$ cat src/rtl/viterbi_frame_ctrl.sv
// viterbi_frame_ctrl: frames a received symbol-pair stream for a Viterbi decoder core.
// It forwards the frame's information symbols and then appends TAIL zero symbols. It
// keeps feeding zero flush symbols until the core has returned len+TAIL decoded bits.
// Only the first len decoded bits are passed on. The tail decodes are counted and
// dropped. If the core never finishes, the flush timeout aborts the frame.
//
// Ports:
//   clk, rst                          clock, synchronous active-high reset
//   start_i, frame_len_i              frame start request and length (IDLE only)
//   busy_o, done_o, err_o             status; done/err are one-cycle pulses
//   s_valid_i, s_ready_o, s_data_i    received symbol-pair stream
//   core_valid_o, core_data_o         symbols to the decoder core
//   core_valid_i, core_data_i         decoded bits from the core (never stalled)
//   m_valid_o, m_data_o, m_last_o     decoded frame bits, last marks final bit
module viterbi_frame_ctrl #(
  parameter int unsigned TBL       = 15,
  parameter int unsigned LEN_W     = 10,
  parameter int unsigned TAIL      = 2,
  parameter int unsigned FLUSH_MAX = TBL + 8
) (
  input  logic             clk,
  input  logic             rst,
  input  logic             start_i,
  input  logic [LEN_W-1:0] frame_len_i,
  output logic             busy_o,
  output logic             done_o,
  output logic             err_o,
  input  logic             s_valid_i,
  output logic             s_ready_o,
  input  logic [1:0]       s_data_i,
  output logic             core_valid_o,
  output logic [1:0]       core_data_o,
  input  logic             core_valid_i,
  input  logic             core_data_i,
  output logic             m_valid_o,
  output logic             m_data_o,
  output logic             m_last_o
);

  localparam int unsigned CW = LEN_W + 2;

  localparam logic [2:0] IDLE  = 3'd0;
  localparam logic [2:0] DATA  = 3'd1;
  localparam logic [2:0] TAIL_ST = 3'd2;
  localparam logic [2:0] FLUSH = 3'd3;
  localparam logic [2:0] DONE  = 3'd4;

  logic [2:0]       state_q, state_d;
  logic [LEN_W-1:0] len_q, len_d;
  logic [CW-1:0]    in_cnt_q, in_cnt_d;
  logic [CW-1:0]    out_cnt_q, out_cnt_d;
  logic [CW-1:0]    flush_cnt_q, flush_cnt_d;
  logic             core_valid_q, core_valid_d;
  logic [1:0]       core_data_q, core_data_d;
  logic             m_valid_q, m_valid_d;
  logic             m_data_q, m_data_d;
  logic             m_last_q, m_last_d;
  logic             err_q, err_d;

  logic [CW-1:0] len_ext, end_cnt, out_cnt_inc;
  logic          active, strobe, complete;

  assign len_ext     = CW'(len_q);
  assign end_cnt     = len_ext + CW'(TAIL);
  assign out_cnt_inc = out_cnt_q + CW'(1);
  assign active      = (state_q == DATA) || (state_q == TAIL_ST) || (state_q == FLUSH);
  // Strobes outside an active frame are residue of earlier flush symbols; drop them.
  assign strobe      = active && core_valid_i;
  assign complete    = strobe && (out_cnt_inc == end_cnt);

  always_comb begin
    state_d      = state_q;
    len_d        = len_q;
    in_cnt_d     = in_cnt_q;
    out_cnt_d    = out_cnt_q;
    flush_cnt_d  = flush_cnt_q;
    core_valid_d = 1'b0;
    core_data_d  = 2'b00;
    m_valid_d    = 1'b0;
    m_data_d     = 1'b0;
    m_last_d     = 1'b0;
    err_d        = 1'b0;

    if (strobe) begin
      out_cnt_d = out_cnt_inc;
      if (out_cnt_q < len_ext) begin
        m_valid_d = 1'b1;
        m_data_d  = core_data_i;
        m_last_d  = (out_cnt_q == len_ext - CW'(1));
      end
    end

    case (state_q)
      IDLE: begin
        if (start_i) begin
          if (frame_len_i != '0) begin
            len_d       = frame_len_i;
            in_cnt_d    = '0;
            out_cnt_d   = '0;
            flush_cnt_d = '0;
            state_d     = DATA;
          end else begin
            err_d = 1'b1;
          end
        end
      end
      DATA: begin
        if (s_valid_i) begin
          core_valid_d = 1'b1;
          core_data_d  = s_data_i;
          in_cnt_d     = in_cnt_q + CW'(1);
          if (in_cnt_q == len_ext - CW'(1)) begin
            state_d = (TAIL == 0) ? FLUSH : TAIL_ST;
          end
        end
      end
      TAIL_ST: begin
        // in_cnt keeps counting through the tail: len..len+TAIL-1
        core_valid_d = 1'b1;
        in_cnt_d     = in_cnt_q + CW'(1);
        if (in_cnt_q == end_cnt - CW'(1)) begin
          state_d = FLUSH;
        end
      end
      FLUSH: begin
        // Completion wins over issuing another flush symbol.
        if (!complete) begin
          if (flush_cnt_q == CW'(FLUSH_MAX)) begin
            err_d   = 1'b1;
            state_d = IDLE;
          end else begin
            core_valid_d = 1'b1;
            flush_cnt_d  = flush_cnt_q + CW'(1);
          end
        end
      end
      DONE:    state_d = IDLE;
      default: state_d = IDLE;
    endcase

    if (complete) begin
      state_d = DONE;
    end
  end

  always_ff @(posedge clk) begin
    if (rst) begin
      state_q      <= IDLE;
      len_q        <= '0;
      in_cnt_q     <= '0;
      out_cnt_q    <= '0;
      flush_cnt_q  <= '0;
      core_valid_q <= 1'b0;
      core_data_q  <= 2'b00;
      m_valid_q    <= 1'b0;
      m_data_q     <= 1'b0;
      m_last_q     <= 1'b0;
      err_q        <= 1'b0;
    end else begin
      state_q      <= state_d;
      len_q        <= len_d;
      in_cnt_q     <= in_cnt_d;
      out_cnt_q    <= out_cnt_d;
      flush_cnt_q  <= flush_cnt_d;
      core_valid_q <= core_valid_d;
      core_data_q  <= core_data_d;
      m_valid_q    <= m_valid_d;
      m_data_q     <= m_data_d;
      m_last_q     <= m_last_d;
      err_q        <= err_d;
    end
  end

  assign busy_o       = (state_q != IDLE);
  assign done_o       = (state_q == DONE);
  assign err_o        = err_q;
  assign s_ready_o    = (state_q == DATA);
  assign core_valid_o = core_valid_q;
  assign core_data_o  = core_data_q;
  assign m_valid_o    = m_valid_q;
  assign m_data_o     = m_data_q;
  assign m_last_o     = m_last_q;

endmodule

$ cat config.mk
export PLATFORM = sky130hd
export DESIGN_NAME = viterbi_frame_ctrl
export DESIGN_NICKNAME = d
export VERILOG_FILES = /design/src/rtl/viterbi_frame_ctrl.sv
export SDC_FILE = /design/constraint.sdc
export NUM_CORES = 1
export LEC_CHECK = 0
export BUFFER_PORTS_ARGS = -buffer_cell sky130_fd_sc_hd__buf_2
export CAP_MARGIN = 20
export CORE_UTILIZATION = 46
export DETAILED_ROUTE_END_ITERATION = 12
export PLACE_DENSITY = 0.75
export REMOVE_ABC_BUFFERS = 1
export SLEW_MARGIN = 40
export SYNTH_ARGS = -nofsm -noshare
export SYNTH_HDL_FRONTEND = slang
export SYNTH_SLANG_ARGS = --single-unit
$ cat constraint.sdc
create_clock -name clk -period 3.9 [get_ports clk]
set_input_delay 0.195 -clock clk [delete_from_list [all_inputs] [get_ports clk]]
set_output_delay 0.195 -clock clk [all_outputs]
set_load 0.01 [all_outputs]
==> flow_summary_export.csv, run 1 <==
group,metric,value,unit
synth,yosysMostFrequentCell,"nor2_1",
sta,fin_crit,3.15,ns
worst_setup_path,cp-start-kind,"flip-flop",
detailed_routing,postRouteAntennaNets,0,
cts,cts_made_buffers,5,
worst_setup_path,cp.required,4.09,ns
power_and_ir_drop,p_per_area,273,nW/µm²
cts,cts.clk_slew.worst_paths,0.11,ns
power_and_ir_drop,leakagePower,1.57,nW
cts,cts_tree,"done",
flow_run,maxCapViolCount,0,
floorplanning,die_w,95.8,µm
sta,setup-violations-final,0,
sta,slew_violations,0,
sta,hold_ws,0.141,ns
global_routing,overflow,0,
worst_setup_path,critPathMaxFanout,11,
synth,ys_top_cells_by_count,"nor2_1 (66), dfxtp_1 (56), xnor2_1 (47)",
placement,gp_congestion,0.939,
cts,cts_resized,0,
global_routing,grt_pass1_wl,16300,µm
sta,tns,0,ns
floorplanning,die_h,95.8,µm
floorplanning,io_pins,28,
global_routing,grt_usage,0.228,
detailed_routing,drtIter0Drc,263,
cts,clock_latency,0.31,ns
synth,synth_top_cell_by_area,"dfxtp_1",
worst_setup_path,setup.worst_path.class,"flip-flop to flip-flop",
detailed_routing,route.detailed.drc,0,
global_routing,grt_pass1_vias,3467,
sta,clock-skew-final,0.0137,ns
synth,syn_inst,509,
synth,ys_seq_area_frac,0.277,
synth,ys.flop_type,"dfxtp_1",
final_layout,drive_gt1_frac,0.0963,
worst_setup_path,critPathCaptureType,"flip-flop",
synth,ys_warn_count,0,
min_path,min_path_type,"input port to flip-flop",
placement,postPlaceCellArea,4210,µm²
sta,worst_pin_slew,0.752,ns
placement,io_buffers,27,
final_layout,final_design_area_no_fill,4300,µm²
final_layout,diodes,0,
detailed_routing,drt-vias-per-instance,5.79,
cts,cts_setup_buffers,0,
floorplanning,std_cell_rows,33,
synth,synth_edf_count,0,
floorplanning,fp.dieArea,9180,µm²
cts,cts_hold_buf,0,
final_layout,post-route-util,0.513,
synth,synth_top_area_share,0.277,
cts,htreeDepth,2,
final_layout,syn2layout_area_growth,6.28,%
detailed_routing,vias,3615,
sta,relSlewSlack,0.497,
synth,netlist_top_cells_area,"dfxtp_1 (28%), xnor2_1 (10%), xor2_1 (7.1%)",
floorplanning,initial_core_util,0.483,
cts,clock-root-buffer,"clkbuf_8",
sta,rsz0062_at_grt,"no",
cts,cts.path.max_buffers,2,
cts,clkSinkCount,56,
worst_setup_path,critPathArrivalTime,3.34,ns
global_routing,antenna_found_initial,0,
power_and_ir_drop,finalPower,0.00117,W
detailed_routing,first_pass_iters,5,
synth,avgSynthCellArea,7.95,µm²
sta,period_share,0.809,
power_and_ir_drop,worst_ir_drop_vdd,0.125,mV
final_layout,n_fill_cell,798,
outcome,status,"complete, no violations",
floorplanning,core,8380,µm²
synth,ys_seq_elements,56,
synth,yosys.cell_types.count,59,
sta,hold_viol,0,
sta,fmax,317,MHz
global_routing,grt_max_degree,35,
synth,syn-cell-area,4050,µm²
final_layout,nNetsFinal,554,
placement,hpwl,7610,µm
detailed_routing,detail_route.wirelength,9910,µm
detailed_routing,wl_per_cell,15.9,µm
synth,synth-async-reset-ratio,0,
==> cells in the final DEF, fill, tap and decap left out, drive strengths merged, types with 8 or more instances in the layout <==
| cell type | n |
|---|---|
| nor2 | 66 |
| xnor2 | 47 |
| and3 | 8 |
| or3 | 10 |
| xor2 | 33 |
| nor3 | 11 |
| nand4 | 14 |
| inv | 20 |
| ha | 18 |
| nand2 | 34 |
| nor4 | 9 |
| dfxtp | 56 |
| a21oi | 17 |
| o21ai | 21 |
| nand3 | 25 |
| buf | 31 |
| mux2i | 10 |
| nor2b | 8 |
==> final cells by class <==
type | instances | area [µm²] | share of cell area
clock buffers | 5 | 68.8 | 0.0160
repair buffers | 31 | 165 | 0.0384
clock inverters | 3 | 23.8 | 0.00553
multi-input cells | 404 | 2720 | 0.631
inverters | 20 | 75.1 | 0.0175
flip-flops and latches | 56 | 1120 | 0.261
well taps | 105 | 131 | 0.0305
==> power breakdown <==
part	switching (W)	total, W	internal, W
combinational	0.000136	0.000237	0.000101
clock	0.000202	0.000330	0.000128
sequential	0.0000258	0.000608	0.000582
total	0.000363	0.00117	0.000811
==> metrics by stage <==
step | setup WS, ns | cells
6_report | 0.745 | 624
3_5_place_dp | 0.799 | 616
5_1_grt | 0.572 | 624
3_3_place_gp | 0.906 | 616
4_1_cts | 0.775 | 624
2_1_floorplan | 0.867 | 480
==> per-layer routing <==
layer,up-vias,track usage,wire [µm]
met2,119,0.366,4450
met4,0,0.0995,273
met5,-,0,0
met1,1661,0.301,4530
met3,28,0.0387,656
li1,1807,-,-
==> path summary, 6_finish.rpt <==
path / start / endpoint / slack, ns / cells after the start
max: len_q[1] / flush_cnt_q[9] / 0.75 / 10
min: core_data_i / m_data_o / 0.14 / 2
max reg2reg: len_q[1] / flush_cnt_q[9] / 0.75 / 10
min reg2reg: flush_cnt_q[11] / flush_cnt_q[11] / 0.51 / 2
==> sequential cells by signal, summed over array words and instances (netlist names) <==
register      cells
core_data_o       2
core_valid_o      1
err_o             1
flush_cnt_q      12
in_cnt_q         12
len_q            10
m_data_o          1
m_last_o          1
m_valid_o         1
out_cnt_q        12
state_q           3
==> logic make-up (layout without fill, tap and decap cells) <==
kind of cell,Yosys count,in the layout,share of synthesized area
AOI/OAI and AO/OA,79,79,0.130
xor gates and xnor gates,82,82,0.184
muxes,10,10,0.0247
adders and majority gates,18,18,0.0557
buffers and inverters,49,59,0.0532
and+or+nand+nor,215,215,0.275
DFF,56,56,0.277
==> critical path, stage by stage, from the launching register on <==
cell	delay, ns
dfxtp_1	0.54
ha_1	0.38
nand4_2	0.18
o31a_1	0.36
or4_1	0.54
a221oi_2	0.29
o2111ai_1	0.15
buf_4	0.22
nand4_1	0.18
or3_1	0.14
a21oi_1	0.05
No activity file was read; power rests on OpenSTA's default activity.
==> run 2: changes to the inputs <==
PLACE_DENSITY = 0.78   (was 0.75)
clock period = 2.7 ns   (was 3.9 ns; I/O delays follow)
==> run 2 against run 1 <==
  * The flow now finishes with violations (setup timing)
  * Total power grew 51%
  * First-iteration DRC count increased by 17%
  * Sequential power increased by 41%
  * Non-clock buffer count is 42 higher
  * Register-to-register slack got worse by 0.77 ns
  * Largest cell class unchanged
  * Highest routed layer unchanged
==> flow_summary_export.csv, run 2 (synthesis gave the netlist of run 1 again) <==
group,metric,value,unit
power_and_ir_drop,p_per_area,377,nW/µm²
worst_setup_path,cp-start-kind,"flip-flop",
detailed_routing,drtIter0Drc,309,
final_layout,n_fill_cell,747,
cts,cts.path.max_buffers,2,
floorplanning,fp.dieArea,9180,µm²
flow_run,maxCapViolCount,0,
min_path,min_path_type,"input port to flip-flop",
outcome,violations,"setup timing",
final_layout,instances_no_fill,666,
placement,pre_cts_slack,-0.140,ns
sta,clock-skew-final,0.0113,ns
final_layout,largestRegisters,"flush_cnt_q x12, in_cnt_q x12, out_cnt_q x12",
detailed_routing,vias,3880,
detailed_routing,first_pass_iters,5,
final_layout,final_design_area_no_fill,4690,µm²
sta,rsz0062_at_grt,"yes",
worst_setup_path,critical-path-slowest-cell,"dfxtp_1",
cts,cts_hold_buf,0,
final_layout,drive_gt1_frac,0.180,
sta,slew_violations,0,
floorplanning,core,8380,µm²
power_and_ir_drop,worst_ir_drop_vdd,0.199,mV
floorplanning,std_cell_rows,33,
floorplanning,initial_core_util,0.483,
worst_setup_path,setup.worst_path.class,"flip-flop to flip-flop",
detailed_routing,wl_per_cell,16.0,µm
placement,io_buffers,27,
worst_setup_path,critPathArrivalTime,2.99,ns
cts,clkSinkCount,56,
cts,clock-root-buffer,"clkbuf_8",
worst_setup_path,path_buf_inv,2,
cts,cts_tree,"done",
sta,worst_slack,-0.0259,ns
cts,cts.clk_slew.worst_paths,0.12,ns
sta,fmax,367,MHz
global_routing,grt_usage,0.242,
global_routing,grt_pass1_wl,17300,µm
global_routing,grt_max_degree,34,
detailed_routing,route.detailed.drc,0,
sta,period_share,1.01,
worst_setup_path,critPathMaxStageDelay,0.49,ns
global_routing,antenna_found_initial,0,
detailed_routing,drt-vias-per-instance,5.83,
placement,gp_congestion,0.947,
detailed_routing,detail_route.wirelength,10700,µm
final_layout,final_common_cell,"nor2_1",
placement,postPlaceCellArea,4510,µm²
worst_setup_path,cp.required,2.97,ns
worst_setup_path,critPathTopFamily,"simple AND/OR/NAND/NOR gates",
sta,hold_viol,0,
floorplanning,die_h,95.8,µm
sta,fin_crit,2.73,ns
final_layout,diodes,0,
cts,clock_latency,0.32,ns
worst_setup_path,critPathCaptureType,"flip-flop",
final_layout,syn2layout_area_growth,15.9,%
placement,hpwl,8100,µm
final_layout,nNetsFinal,596,
worst_setup_path,critPathMaxFanout,10,
placement,place_inst,657,
detailed_routing,postRouteAntennaNets,0,
global_routing,overflow,0,
cts,cts_made_buffers,5,
final_layout,layout_common_cells,"nor2_1 (66), dfxtp_1 (54), buf_4 (46)",
cts,htreeDepth,2,
floorplanning,die_w,95.8,µm
power_and_ir_drop,leakagePower,1.80,nW
floorplanning,io_pins,28,
sta,setup-violations-final,2,
sta,relSlewSlack,0.560,
final_layout,post-route-util,0.560,
worst_setup_path,rrSetupSlack,-0.03,ns
worst_setup_path,path_cells,"nand4_1, buf_4, nor4_1, or4_1, a221oi_2, o2111ai_1, buf_4, nand4_1, or3_1, a21oi_1",
sta,worst_pin_slew,0.659,ns
outcome,status,"complete, but fails checks",
global_routing,grt_pass1_vias,3757,
run 2: cell types whose count changed in the layout (fill, tap and decap cells not counted), moves of 2 or more:
| cell | delta |
|---|---|
| xnor2_2 | +2 |
| buf_4 | +42 |
| dfxtp_1 | -2 |
| inv_6 | +2 |
| ha_1 | -2 |
| xnor2_1 | -2 |
| clkinvlp_4 | -2 |
run 2: where the power goes:
| part | leakage [nW] | internal [W] | switching (W) |
|---|---|---|---|
| registers | 0.455 | 0.000841 | 0.0000165 |
| logic | 1.29 | 0.000179 | 0.000229 |
| clock network | 0.0491 | 0.000192 | 0.000310 |
run 2: worst paths after layout:
path / end / startpoint / cells past startpoint
worst max-delay path: flush_cnt_q[11] / out_cnt_q[3] / 10
worst min-delay path: len_q[0] / frame_len_i[0] / 3
worst max register to register: flush_cnt_q[11] / out_cnt_q[3] / 10
worst min register to register: flush_cnt_q[6] / flush_cnt_q[6] / 2
run 2: layout make-up:
class	count	area [µm²]	share of cell area
clock buffer	5	68.8	0.0147
clock inverter	3	26.3	0.00560
timing repair buffer	73	480	0.102
inverter	20	75.1	0.0160
sequential	56	1130	0.240
tap	105	131	0.0280
multi-input combinational	404	2780	0.593
run 2: metrics by stage:
step | setup TNS [ns] | hold slack (ns) | power, W
after global placement | -0.123 | 0.385 | 0.00125
after global routing | -0.660 | 0.0644 | 0.00184
after detailed placement | -0.699 | 0.396 | 0.00126
after floorplan | -3.80 | 0.204 | 0.00113
after CTS | 0 | 0.0599 | 0.00176
final | -0.0295 | 0.0533 | 0.00177
run 2: repair_timing:
item / 4_1_cts / 5_1_grt
setup buffers: 0 / 1
pin swaps: 1 / 0
endpoints found under the setup margin: 13 / 15
gates resized for setup: 6 / 8
run 2: metal layers:
metal  GRT usage  vias to the layer above  part of all wire
met5           0                        -                 0
met2       0.411                      152              0.47
li1            -                     1880                 -
met3      0.0395                       29             0.062
met1       0.305                     1819              0.45
met4      0.0983                        0             0.026
run 2: worst reg2reg max path: cells and delay by family, from the launching register on:
family                 cells  cell delay (ns)
AO/OA/AOI/OAI              3             0.32
buffers and inverters      2             0.42
flip-flops                 1             0.49
AND/OR/NAND/NOR            5             1.46
